## src/rtl/mq_buffer_ctrl.sv

```systemverilog
// mq_buffer_ctrl: data store and output stage for a multi-queue buffer.
// The slot bookkeeping is done by an external linked-list pointer manager
// reached through the ll_* ports. This block does three things: it holds the
// payload array, writes a payload into the free slot the manager offers, and
// arbitrates one non-empty list into a one-entry output register.
//
// Optional feature macro: MQ_BUFFER_CTRL_STRICT_PRIO_EN
//   undefined : round-robin arbitration between lists (default)
//   defined   : fixed priority, the lowest-index non-empty list wins, no rr_ptr
module mq_buffer_ctrl #(
  parameter int NUM_ELEMS  = 4,
  parameter int NUM_LISTS  = 2,
  parameter int DATA_WIDTH = 8,
  parameter int PTR_WIDTH  = $clog2(NUM_ELEMS),
  parameter int LIST_WIDTH = $clog2(NUM_LISTS)
) (
  input  logic                  clk,
  input  logic                  rst,
  input  logic                  enq_valid,
  output logic                  enq_ready,
  input  logic [LIST_WIDTH-1:0] enq_list,
  input  logic [DATA_WIDTH-1:0] enq_data,
  output logic                  deq_valid,
  input  logic                  deq_ready,
  output logic [LIST_WIDTH-1:0] deq_list,
  output logic [DATA_WIDTH-1:0] deq_data,
  output logic [NUM_LISTS-1:0]  ll_push,
  output logic [NUM_LISTS-1:0]  ll_pop,
  input  logic                  ll_full,
  input  logic [NUM_LISTS-1:0]  ll_empty,
  input  logic [PTR_WIDTH-1:0]  ll_free_ptr,
  input  logic [PTR_WIDTH-1:0]  ll_popped_head
);

  // Width-matched copy of NUM_LISTS for the out-of-range list check.
  localparam logic [LIST_WIDTH:0] LIST_LIMIT = (LIST_WIDTH + 1)'(NUM_LISTS);

  // Shared payload store. It is deliberately not reset: a slot is only ever
  // read after the pointer manager has handed it out and it has been written.
  logic [DATA_WIDTH-1:0] mem_r [NUM_ELEMS];

  logic                  deq_valid_r;
  logic [LIST_WIDTH-1:0] deq_list_r;
  logic [DATA_WIDTH-1:0] deq_data_r;

  logic                  enq_fire_s;
  logic                  enq_in_range_s;
  logic                  write_s;
  logic                  slot_free_s;
  logic                  any_nonempty_s;
  logic                  pop_s;
  logic                  found_s;
  logic [LIST_WIDTH-1:0] start_s;
  logic [LIST_WIDTH-1:0] cand_s;
  logic [LIST_WIDTH-1:0] grant_s;

`ifndef MQ_BUFFER_CTRL_STRICT_PRIO_EN
  logic [LIST_WIDTH-1:0] rr_ptr_r;
`endif

  // A full manager blocks enqueue even if a pop frees a slot this cycle.
  assign enq_ready = !ll_full;

  // Accept and write decode. Requests to a list that does not exist are
  // accepted and dropped so the producer never stalls on them.
  always_comb begin
    enq_fire_s     = enq_valid & enq_ready;
    enq_in_range_s = ({1'b0, enq_list} < LIST_LIMIT);
    write_s        = rst & enq_fire_s & enq_in_range_s;
    slot_free_s    = !deq_valid_r | deq_ready;
    any_nonempty_s = |(~ll_empty);
    pop_s          = rst & slot_free_s & any_nonempty_s;
  end

  // Arbiter: scan the lists starting at start_s and take the first non-empty.
  always_comb begin
`ifdef MQ_BUFFER_CTRL_STRICT_PRIO_EN
    start_s = {LIST_WIDTH{1'b0}};
`else
    start_s = rr_ptr_r;
`endif
    found_s = 1'b0;
    cand_s  = {LIST_WIDTH{1'b0}};
    grant_s = {LIST_WIDTH{1'b0}};
    for (int i = 0; i < NUM_LISTS; i++) begin
      cand_s = LIST_WIDTH'((int'(start_s) + i) % NUM_LISTS);
      if (!found_s && !ll_empty[cand_s]) begin
        found_s = 1'b1;
        grant_s = cand_s;
      end else begin
        found_s = found_s;
      end
    end
  end

  // Pointer manager strobes; both stay low while reset is asserted.
  always_comb begin
    ll_push = {NUM_LISTS{1'b0}};
    ll_pop  = {NUM_LISTS{1'b0}};
    if (write_s) begin
      ll_push[enq_list] = 1'b1;
    end else begin
      ll_push = {NUM_LISTS{1'b0}};
    end
    if (pop_s) begin
      ll_pop[grant_s] = 1'b1;
    end else begin
      ll_pop = {NUM_LISTS{1'b0}};
    end
  end

  // Payload write into the slot the manager offers as free.
  always_ff @(posedge clk) begin
    if (write_s) begin
      mem_r[ll_free_ptr] <= enq_data;
    end else begin
      mem_r[ll_free_ptr] <= mem_r[ll_free_ptr];
    end
  end

  // One-entry output register: reload on a pop, drain on consume, else hold.
  always_ff @(posedge clk or negedge rst) begin
    if (!rst) begin
      deq_valid_r <= 1'b0;
      deq_list_r  <= {LIST_WIDTH{1'b0}};
      deq_data_r  <= {DATA_WIDTH{1'b0}};
    end else if (pop_s) begin
      deq_valid_r <= 1'b1;
      deq_list_r  <= grant_s;
      deq_data_r  <= mem_r[ll_popped_head];
    end else if (deq_ready) begin
      deq_valid_r <= 1'b0;
    end else begin
      deq_valid_r <= deq_valid_r;
    end
  end

`ifndef MQ_BUFFER_CTRL_STRICT_PRIO_EN
  // Round-robin pointer: the list after the last grant gets first look next.
  always_ff @(posedge clk or negedge rst) begin
    if (!rst) begin
      rr_ptr_r <= {LIST_WIDTH{1'b0}};
    end else if (pop_s) begin
      rr_ptr_r <= LIST_WIDTH'((int'(grant_s) + 1) % NUM_LISTS);
    end else begin
      rr_ptr_r <= rr_ptr_r;
    end
  end
`endif

  assign deq_valid = deq_valid_r;
  assign deq_list  = deq_list_r;
  assign deq_data  = deq_data_r;

endmodule
```

## config.mk

```make
export PLATFORM = sky130hd
export DESIGN_NAME = mq_buffer_ctrl
export DESIGN_NICKNAME = d
export VERILOG_FILES = /design/src/rtl/mq_buffer_ctrl.sv
export SDC_FILE = /design/constraint.sdc
export NUM_CORES = 1
export LEC_CHECK = 0
export CAP_MARGIN = 10
export CORE_UTILIZATION = 40
export CTS_CLUSTER_DIAMETER = 200
export DETAILED_ROUTE_END_ITERATION = 10
export MAX_ROUTING_LAYER = met4
export PLACE_DENSITY = 0.65
export SLEW_MARGIN = 5
export SYNTH_ARGS = -nofsm -noshare
export SYNTH_HDL_FRONTEND = slang
export SYNTH_SLANG_ARGS = --single-unit
```

## constraint.sdc

```tcl
create_clock -name clk -period 2.65 [get_ports clk]
set_input_delay 0.53 -clock clk [delete_from_list [all_inputs] [get_ports clk]]
set_output_delay 0.53 -clock clk [all_outputs]
set_load 0.01 [all_outputs]
```

==> flow_summary.ini, run 1 <==
[cts]
clock_latency_ps = 290
cts_root_buf = clkbuf_8
cts_tree = yes
postCtsSetupRepairBufs = 0
holdBufCountCts = 0
cts.sinks = 43
cts_max_path_buffers = 2
post_cts_resized = 0
h-tree-depth = 2
clkTransAtPathRegs_ps = 80
cts_buffers = 5

[placement]
pre_cts_slack_ps = 168
place_hpwl_um = 2020
placed_cells = 171
portBuffers = 34
place.gp.congestion = 0.739

[worst_setup_path]
path_class = in -> out
crit_arrival_ps = 1960
crit_path_cell_trace = clkdlybuf4s50_1 -> and3_1 -> and2_1 -> clkdlybuf4s50_1
critPathMostFrequentCell = clkdlybuf4s50_1
crit_path_start_kind = input pin
cp_slowest_cell = clkdlybuf4s50_1
cp.required_ps = 2120
slowest_delay_ps = 580
crit_fanout = 6
setup.worst_path.end_class = output pin

[final_layout]
fin_cells = 179
multi_input_area_um2 = 388
antenna_cells = 0
fin_nets = 148
layout-drive-gt1-share_pct = 24.8
area_delta_synth_final_pct = 32.2
fillers = 322
seqCellArea_mm2 = 0.00124

[run_status]
outcome = finished clean

[floorplanning]
pin_count = 35
die_h_um = 66.5
initial_core_util_pct = 41.6
die_area_mm2 = 0.00442
rows = 23
core_mm2 = 0.00400
die_w_um = 66.5

[pwr]
swShare_pct = 21.6
power_frac_clock_pct = 31.0
power_density_mw_per_mm2 = 658
power.switching_w = 0.000313
p_seq_share_pct = 54.6
p_leak_nw = 0.784
peakVddDrop_mv = 0.298
internal_power_w = 0.00113
power_frac_comb_pct = 14.5

[timing]
slew_violations = 0
setup_violations = 0
fin_hold_ws_ps = 506
fin_crit_sh_pct = 93.9
rsz0062_at_grt = no
layout_min_cycle_time_ps = 2490
max-slew-margin-rel_pct = 60.0
worst_pin_slew_ps = 598
setup_tns_ps = 0
hold_viol = 0
layout_setup_ws_ps = 162
fmax_ghz = 0.402
finClkSkew_ps = 4.63

[synth]
synth_seq_cells = 43
synth_area_leaders = edfxtp_1 (58%), dfrtp_1 (17%), mux4_2 (11%)
yosysTopAreaCellShare_pct = 57.8
synthFlopType = edfxtp_1
yosysWarnings = 0
async_reset_ff_share_pct = 25.6
synthTopCellsByCount = edfxtp_1 (32), dfrtp_1 (11), mux2_2 (8), mux4_2 (8), inv_1 (4)
mappedNetlistNets = 104
synth_cells = 84
ys_seq_area_share_pct = 74.3
synth.distinct_cells = 21
netlist_area_mm2 = 0.00166
synth_top_cell_by_area = edfxtp_1
postSynthAreaPerCell_um2 = 19.8
post-synth-top-count-cell = edfxtp_1
synth_edf_count = 32

[grt]
grt_max_degree = 14
gr-total-overflow = 0
grt.total_usage_pct = 15.9
grt_antenna_before_repair = 0
grt_pass1_vias = 932
grt_pass1_wl_um = 4640

[detailed_routing]
drt_wl_total_um = 3020
avgRoutedWirePerCell_um = 16.8
via_count = 917
drtPass1Iterations = 4
drcViolationCount = 0
routed_via_density = 5.12
postRouteAntennaNets = 0
drtIter0Drc = 35

[worst_hold_path]
worstHoldPathType = reg -> reg

[flow_run]
maxCapViolations = 0
[kinds of logic after synthesis]
family | share of synthesized area, %
simple gates | 3.69
buf+inv | 2.33
mux | 16.3
compound gates | 3.39
flops | 74.3
[layout make-up]
class | count | share of cell area, %
tap | 50 | 2.85
inverter | 4 | 0.683
timing repair buffer | 41 | 17.9
clock buffer | 7 | 4.38
sequential | 43 | 56.2
multi-input combinational | 33 | 17.6
clock inverter | 1 | 0.341
[placed cells by master (no fill, tap or decap)]
cell             count
clkbuf_8             7
mux4_2               8
nor3_1               1
a41oi_1              1
and2_1               1
and3_1               2
clkdlybuf4s50_1     34
buf_4                7
nor2_1               2
nand2_1              1
dfrtp_1             11
mux2_2               8
nor3b_1              2
inv_1                4
edfxtp_1            32
o211ai_2             1
nand2b_1             1
a31oi_1              2
o2111a_1             2
nand3_1              1
clkinvlp_4           1
[path summary, 6_finish.rpt]
| check | to | from | slack, ps | cells after the start |
|---|---|---|---|---|
| setup / recovery | ll_push[1] | rst | 160 | 4 |
| hold / removal | deq_list | deq_list | 510 | 2 |
| setup reg to reg | deq_data[1] | deq_valid | 1200 | 4 |
| hold reg to reg | deq_list | deq_list | 510 | 2 |
| max in group asynchronous | deq_data[5] | rst | 1800 | 2 |
| min in group asynchronous | deq_valid | rst | 680 | 2 |
[stage by stage]
step	power, W	instance area (um^2)	util, %
floorplan	0.000890	1660	-
global placement	0.00101	2090	52.4
detailed placement	0.00102	2090	52.4
CTS	0.00147	2200	55.0
global route	0.00151	2200	55.0
finish	0.00145	2200	55.0
[metal layers]
metal | vias up | wire length (um) | GRT usage, %
li1 | 420 | - | -
met1 | 461 | 1270 | 18.3
met2 | 31 | 1550 | 26.3
met3 | 5 | 152 | 4.45
met4 | 0 | 46 | 6.38
met5 | - | 0 | -
[power groups by stage]
stage	registers, W	clock network (W)	logic, W
2_1_floorplan	0.000816	0	0.0000740
3_3_place_gp	0.000802	0	0.000208
3_5_place_dp	0.000804	0	0.000212
4_1_cts	0.000790	0.000466	0.000213
5_1_grt	0.000795	0.000493	0.000227
6_report	0.000790	0.000448	0.000209
[flip-flops by register name, indices dropped and copies added (netlist names)]
| name | cells |
|---|---|
| deq_list | 1 |
| rr_ptr_r | 1 |
| deq_valid | 1 |
| mem_r | 32 |
| deq_data | 8 |
[critical path: cells and delay by family]
kind / cells / cell delay (ps)
buffers and inverters: 2 / 1100
and+or+nand+nor: 2 / 320
No activity file was read; power rests on OpenSTA's default activity.
==> inputs of run 2 (changes only) <==
--- a/config.mk
+++ b/config.mk
@@ -6,11 +6,11 @@
 export NUM_CORES = 1
 export LEC_CHECK = 0
 export CAP_MARGIN = 10
-export CORE_UTILIZATION = 40
+export CORE_UTILIZATION = 53
 export CTS_CLUSTER_DIAMETER = 200
 export DETAILED_ROUTE_END_ITERATION = 10
 export MAX_ROUTING_LAYER = met4
-export PLACE_DENSITY = 0.65
+export PLACE_DENSITY = 0.83
 export SLEW_MARGIN = 5
 export SYNTH_ARGS = -nofsm -noshare
 export SYNTH_HDL_FRONTEND = slang
==> flow_summary.ini, run 2 (same netlist as run 1, synthesis figures left out) <==
[timing]
finClkSkew_ps = 5.11
fin_hold_ws_ps = 40.6
setup_violations = 0
rsz0062_at_grt = no
max-slew-margin-rel_pct = 69.4
slew_violations = 0
layout_setup_ws_ps = 256
fin_crit_sh_pct = 90.4
worst_pin_slew_ps = 457
hold_viol = 0
layout_min_cycle_time_ps = 2390
setup_tns_ps = 0
fmax_ghz = 0.418

[floorplanning]
die_w_um = 58.0
initial_core_util_pct = 58.3
rows = 19
die_area_mm2 = 0.00337
core_mm2 = 0.00285
die_h_um = 58.0
pin_count = 35

[placement]
pre_cts_slack_ps = 67.6
placed_cells = 152
portBuffers = 34
place.gp.congestion = 0.767
place_hpwl_um = 1890

[final_layout]
seqCellArea_mm2 = 0.00124
area_delta_synth_final_pct = 27.9
top_register = mem_r
fillers = 183
fin_nets = 148
layout-drive-gt1-share_pct = 24.0
final_common_cell = clkdlybuf4s50_1
largest_reg_flops = 32
multi_input_area_um2 = 388
antenna_cells = 0
fin_cells = 160
final_cell_mix = clkdlybuf4s50_1 (33), edfxtp_1 (32), dfrtp_1 (11), mux4_2 (8), mux2_2 (8)

[grt]
grt_antenna_before_repair = 0
gr-usage-met1_pct = 21.7
grt_use_met3_pct = 7.37
use_met2_pct = 32.8
grt_pass1_vias = 952
grt.total_usage_pct = 19.9
grt_busiest_layer = met2
gr-total-overflow = 0
grt_pass1_wl_um = 4370
grt_max_degree = 14

[cts]
holdBufCountCts = 0
cts_tree = yes
post_cts_resized = 0
clock_latency_ps = 340
postCtsSetupRepairBufs = 0
clkTransAtPathRegs_ps = 110
h-tree-depth = 2
cts_root_buf = clkbuf_4
cts_buffers = 5
cts_max_path_buffers = 2
cts.sinks = 43

[worst_setup_path]
crit_path_start_kind = input pin
cp.required_ps = 2120
crit_fanout = 3
setup.worst_path.end_class = output pin
crit_arrival_ps = 1860
path_class = in -> out

[pwr]
swShare_pct = 22.6
power.switching_w = 0.000292
power_frac_clock_pct = 23.0
peakVddDrop_mv = 0.473
power_density_mw_per_mm2 = 607
p_seq_share_pct = 61.1
p_leak_nw = 0.771
power_frac_comb_pct = 16.0
internal_power_w = 0.00100

[detailed_routing]
routed_via_density = 5.63
drtIter0Drc = 49
drtPass1Iterations = 7
via_count = 900
drcViolationCount = 4
avgRoutedWirePerCell_um = 16.7
drt_wl_total_um = 2680
postRouteAntennaNets = 0

[run_status]
violations = design-rule violations
outcome = complete, but fails checks

[worst_hold_path]
worstHoldPathType = in -> async

[flow_run]
maxCapViolations = 0
## run 2: worst max-delay path, stage by stage
cell and delay [ps]:
clkdlybuf4s50_1 450, nand2b_1 140, o2111a_1 210, clkdlybuf4s50_1 540
## run 2: path summary, 6_finish.rpt
check | start | cells after the start | end | slack, ps
worst max register to register | deq_valid | 4 | deq_data[5] | 1330
worst min register to register | deq_data[7] | 1 | deq_data[7] | 520
min in group clk | deq_data[7] | 1 | deq_data[7] | 520
worst max-delay path | deq_ready | 4 | ll_pop[0] | 260
max in group asynchronous | rst | 2 | deq_data[7] | 2200
worst min-delay path | rst | 1 | deq_data[2] | 40
## run 2: layer usage
| metal | vias to the layer above | wire length (um) |
|---|---|---|
| met4 | 0 | 45 |
| met3 | 4 | 132 |
| met5 | - | 0 |
| met1 | 442 | 1080 |
| li1 | 425 | - |
| met2 | 29 | 1420 |
## run 2: power groups by stage
stage / clock network (W) / registers [W] / logic (W)
floorplan: 0 / 0.000816 / 0.0000740
global placement: 0 / 0.000801 / 0.000203
detailed placement: 0 / 0.000805 / 0.000209
CTS: 0.000308 / 0.000789 / 0.000210
global route: 0.000337 / 0.000795 / 0.000223
finish: 0.000296 / 0.000788 / 0.000206
## run 2: cell type report
cell class / instances / share of cell area [%]
Multi-Input combinational cell: 33 / 18.2
Clock inverter: 2 / 0.588
Tap cell: 31 / 1.82
Sequential cell: 43 / 58.1
Inverter: 4 / 0.706
Clock buffer: 6 / 1.94
Timing Repair Buffer: 41 / 18.6
## run 2: through the flow
| stage | area [um^2] | power (W) | utilization, % |
|---|---|---|---|
| 6_report | 2130 | 0.00129 | 74.6 |
| 4_1_cts | 2120 | 0.00131 | 74.5 |
| 5_1_grt | 2130 | 0.00135 | 74.6 |
| 3_5_place_dp | 2070 | 0.00101 | 72.6 |
| 2_1_floorplan | 1660 | 0.000890 | - |
| 3_3_place_gp | 2070 | 0.00100 | 72.6 |
==> inputs of run 3 (changes only) <==
--- a/config.mk
+++ b/config.mk
@@ -10,7 +10,7 @@
 export CTS_CLUSTER_DIAMETER = 200
 export DETAILED_ROUTE_END_ITERATION = 10
 export MAX_ROUTING_LAYER = met4
-export PLACE_DENSITY = 0.83
+export PLACE_DENSITY = 0.94
 export SLEW_MARGIN = 5
 export SYNTH_ARGS = -nofsm -noshare
 export SYNTH_HDL_FRONTEND = slang
==> flow_summary.ini, run 3 (same netlist as run 1, synthesis figures left out) <==
[cts]
cts.sinks = 43
clkTransAtPathRegs_ps = 110
postCtsSetupRepairBufs = 0
cts_buffers = 5
clock_latency_ps = 340
h-tree-depth = 2
cts_root_buf = clkbuf_4
holdBufCountCts = 0
cts_tree = yes
cts_max_path_buffers = 2

[detailed_routing]
drtPass1Iterations = 9
via_count = 930
avgRoutedWirePerCell_um = 19.5
drcViolationCount = 2
routed_via_density = 5.81
postRouteAntennaNets = 0
drt_wl_total_um = 3120
drtIter0Drc = 52

[final_layout]
area_delta_synth_final_pct = 27.7
layout-drive-gt1-share_pct = 23.3
multi_input_area_um2 = 388
final_common_cell = clkdlybuf4s50_1
fillers = 193
final_cell_mix = clkdlybuf4s50_1 (33), edfxtp_1 (32), dfrtp_1 (11), mux4_2 (8), mux2_2 (8)
seqCellArea_mm2 = 0.00124
largest_reg_flops = 32
top_register = mem_r
post-route-util_pct = 74.4
antenna_cells = 0
fin_nets = 148

[run_status]
outcome = complete, but fails checks
violations = design-rule violations

[worst_setup_path]
crit_fanout = 3
crit_arrival_ps = 1920
path_class = in -> out
crit_path_start_kind = input pin
cp.required_ps = 2120
setup.worst_path.end_class = output pin

[grt]
grt.total_usage_pct = 22.0
grt_pass1_vias = 1043
grt_pass1_wl_um = 4900
grt_max_degree = 13
gr-total-overflow = 0
grt_antenna_before_repair = 0

[floorplanning]
die_h_um = 58.0
initial_core_util_pct = 58.3
die_w_um = 58.0
core_mm2 = 0.00285
pin_count = 35
rows = 19
die_area_mm2 = 0.00337

[timing]
max-slew-margin-rel_pct = 68.4
fmax_ghz = 0.409
setup_tns_ps = 0
fin_crit_sh_pct = 92.3
worst_pin_slew_ps = 473
slew_violations = 0
hold_viol = 0
finClkSkew_ps = 6.78
setup_violations = 0
rsz0062_at_grt = no
fin_hold_ws_ps = 47.3
layout_min_cycle_time_ps = 2450

[placement]
place_hpwl_um = 2330
portBuffers = 34
place.gp.congestion = 0.675

[pwr]
p_leak_nw = 0.772
peakVddDrop_mv = 0.443
power_density_mw_per_mm2 = 610

[worst_hold_path]
worstHoldPathType = in -> async

[flow_run]
maxCapViolations = 0
## run 3: changes by cell type in the layout (fill, tap and decap cells not counted)
| cell | previous run | this run |
|---|---|---|
| clkinvlp_4 | 1 | 0 |
| clkbuf_1 | 1 | 2 |
## run 3: final timing paths
| check | startpoint | depth (start not counted) | slack, ps | end |
|---|---|---|---|---|
| worst max-delay path | ll_full | 5 | 200 | ll_push[1] |
| worst min-delay path | rst | 1 | 50 | rr_ptr_r |
| worst max register to register | deq_valid | 4 | 1310 | deq_data[2] |
| worst min register to register | deq_data[3] | 1 | 520 | deq_data[3] |
| max in group asynchronous | rst | 2 | 2200 | deq_data[0] |
| min in group clk | deq_data[3] | 1 | 520 | deq_data[3] |
## run 3: per-stage QoR
step	setup slack (ps)	instance area (um^2)	power (W)	std cells
2_1_floorplan	637	1660	0.000890	84
3_3_place_gp	113	2070	0.00100	152
3_5_place_dp	42.4	2070	0.00102	152
4_1_cts	33.8	2120	0.00131	160
5_1_grt	131	2120	0.00136	160
6_report	203	2120	0.00129	160
## run 3: per-layer routing
layer | vias up | track usage, % | share of wire, %
met3 | 6 | 4.46 | 4.7
met2 | 41 | 38.4 | 58
met1 | 461 | 23.5 | 35
met5 | - | - | 0
li1 | 422 | - | -
met4 | 0 | 11.6 | 1.9
## run 3: power breakdown
group          internal (W)  leakage (nW)  total, W  switching (W)
registers          0.000768         0.417  0.000791      0.0000234
logic              0.000130         0.326  0.000213      0.0000830
clock network      0.000104        0.0293  0.000291       0.000187
## run 3: timing repair
item / in CTS / in global routing
endpoints found under the setup margin: 0 / 2
gates resized for setup: 0 / 1
hold endpoints to repair: 0 / 0
## run 3: layout make-up
class / instances / share of cell area, %
clock buffers: 7 / 2.12
clock inverters: 1 / 0.236
inverters: 4 / 0.707
multi-input cells: 33 / 18.3
flip-flops and latches: 43 / 58.2
well taps: 31 / 1.83
repair buffers: 41 / 18.6
## run 3: worst max-delay path, cell delays in order
cell,delay [ps]
clkdlybuf4s50_1,420
inv_1,100
and3_1,180
and2_1,150
clkdlybuf4s50_1,530
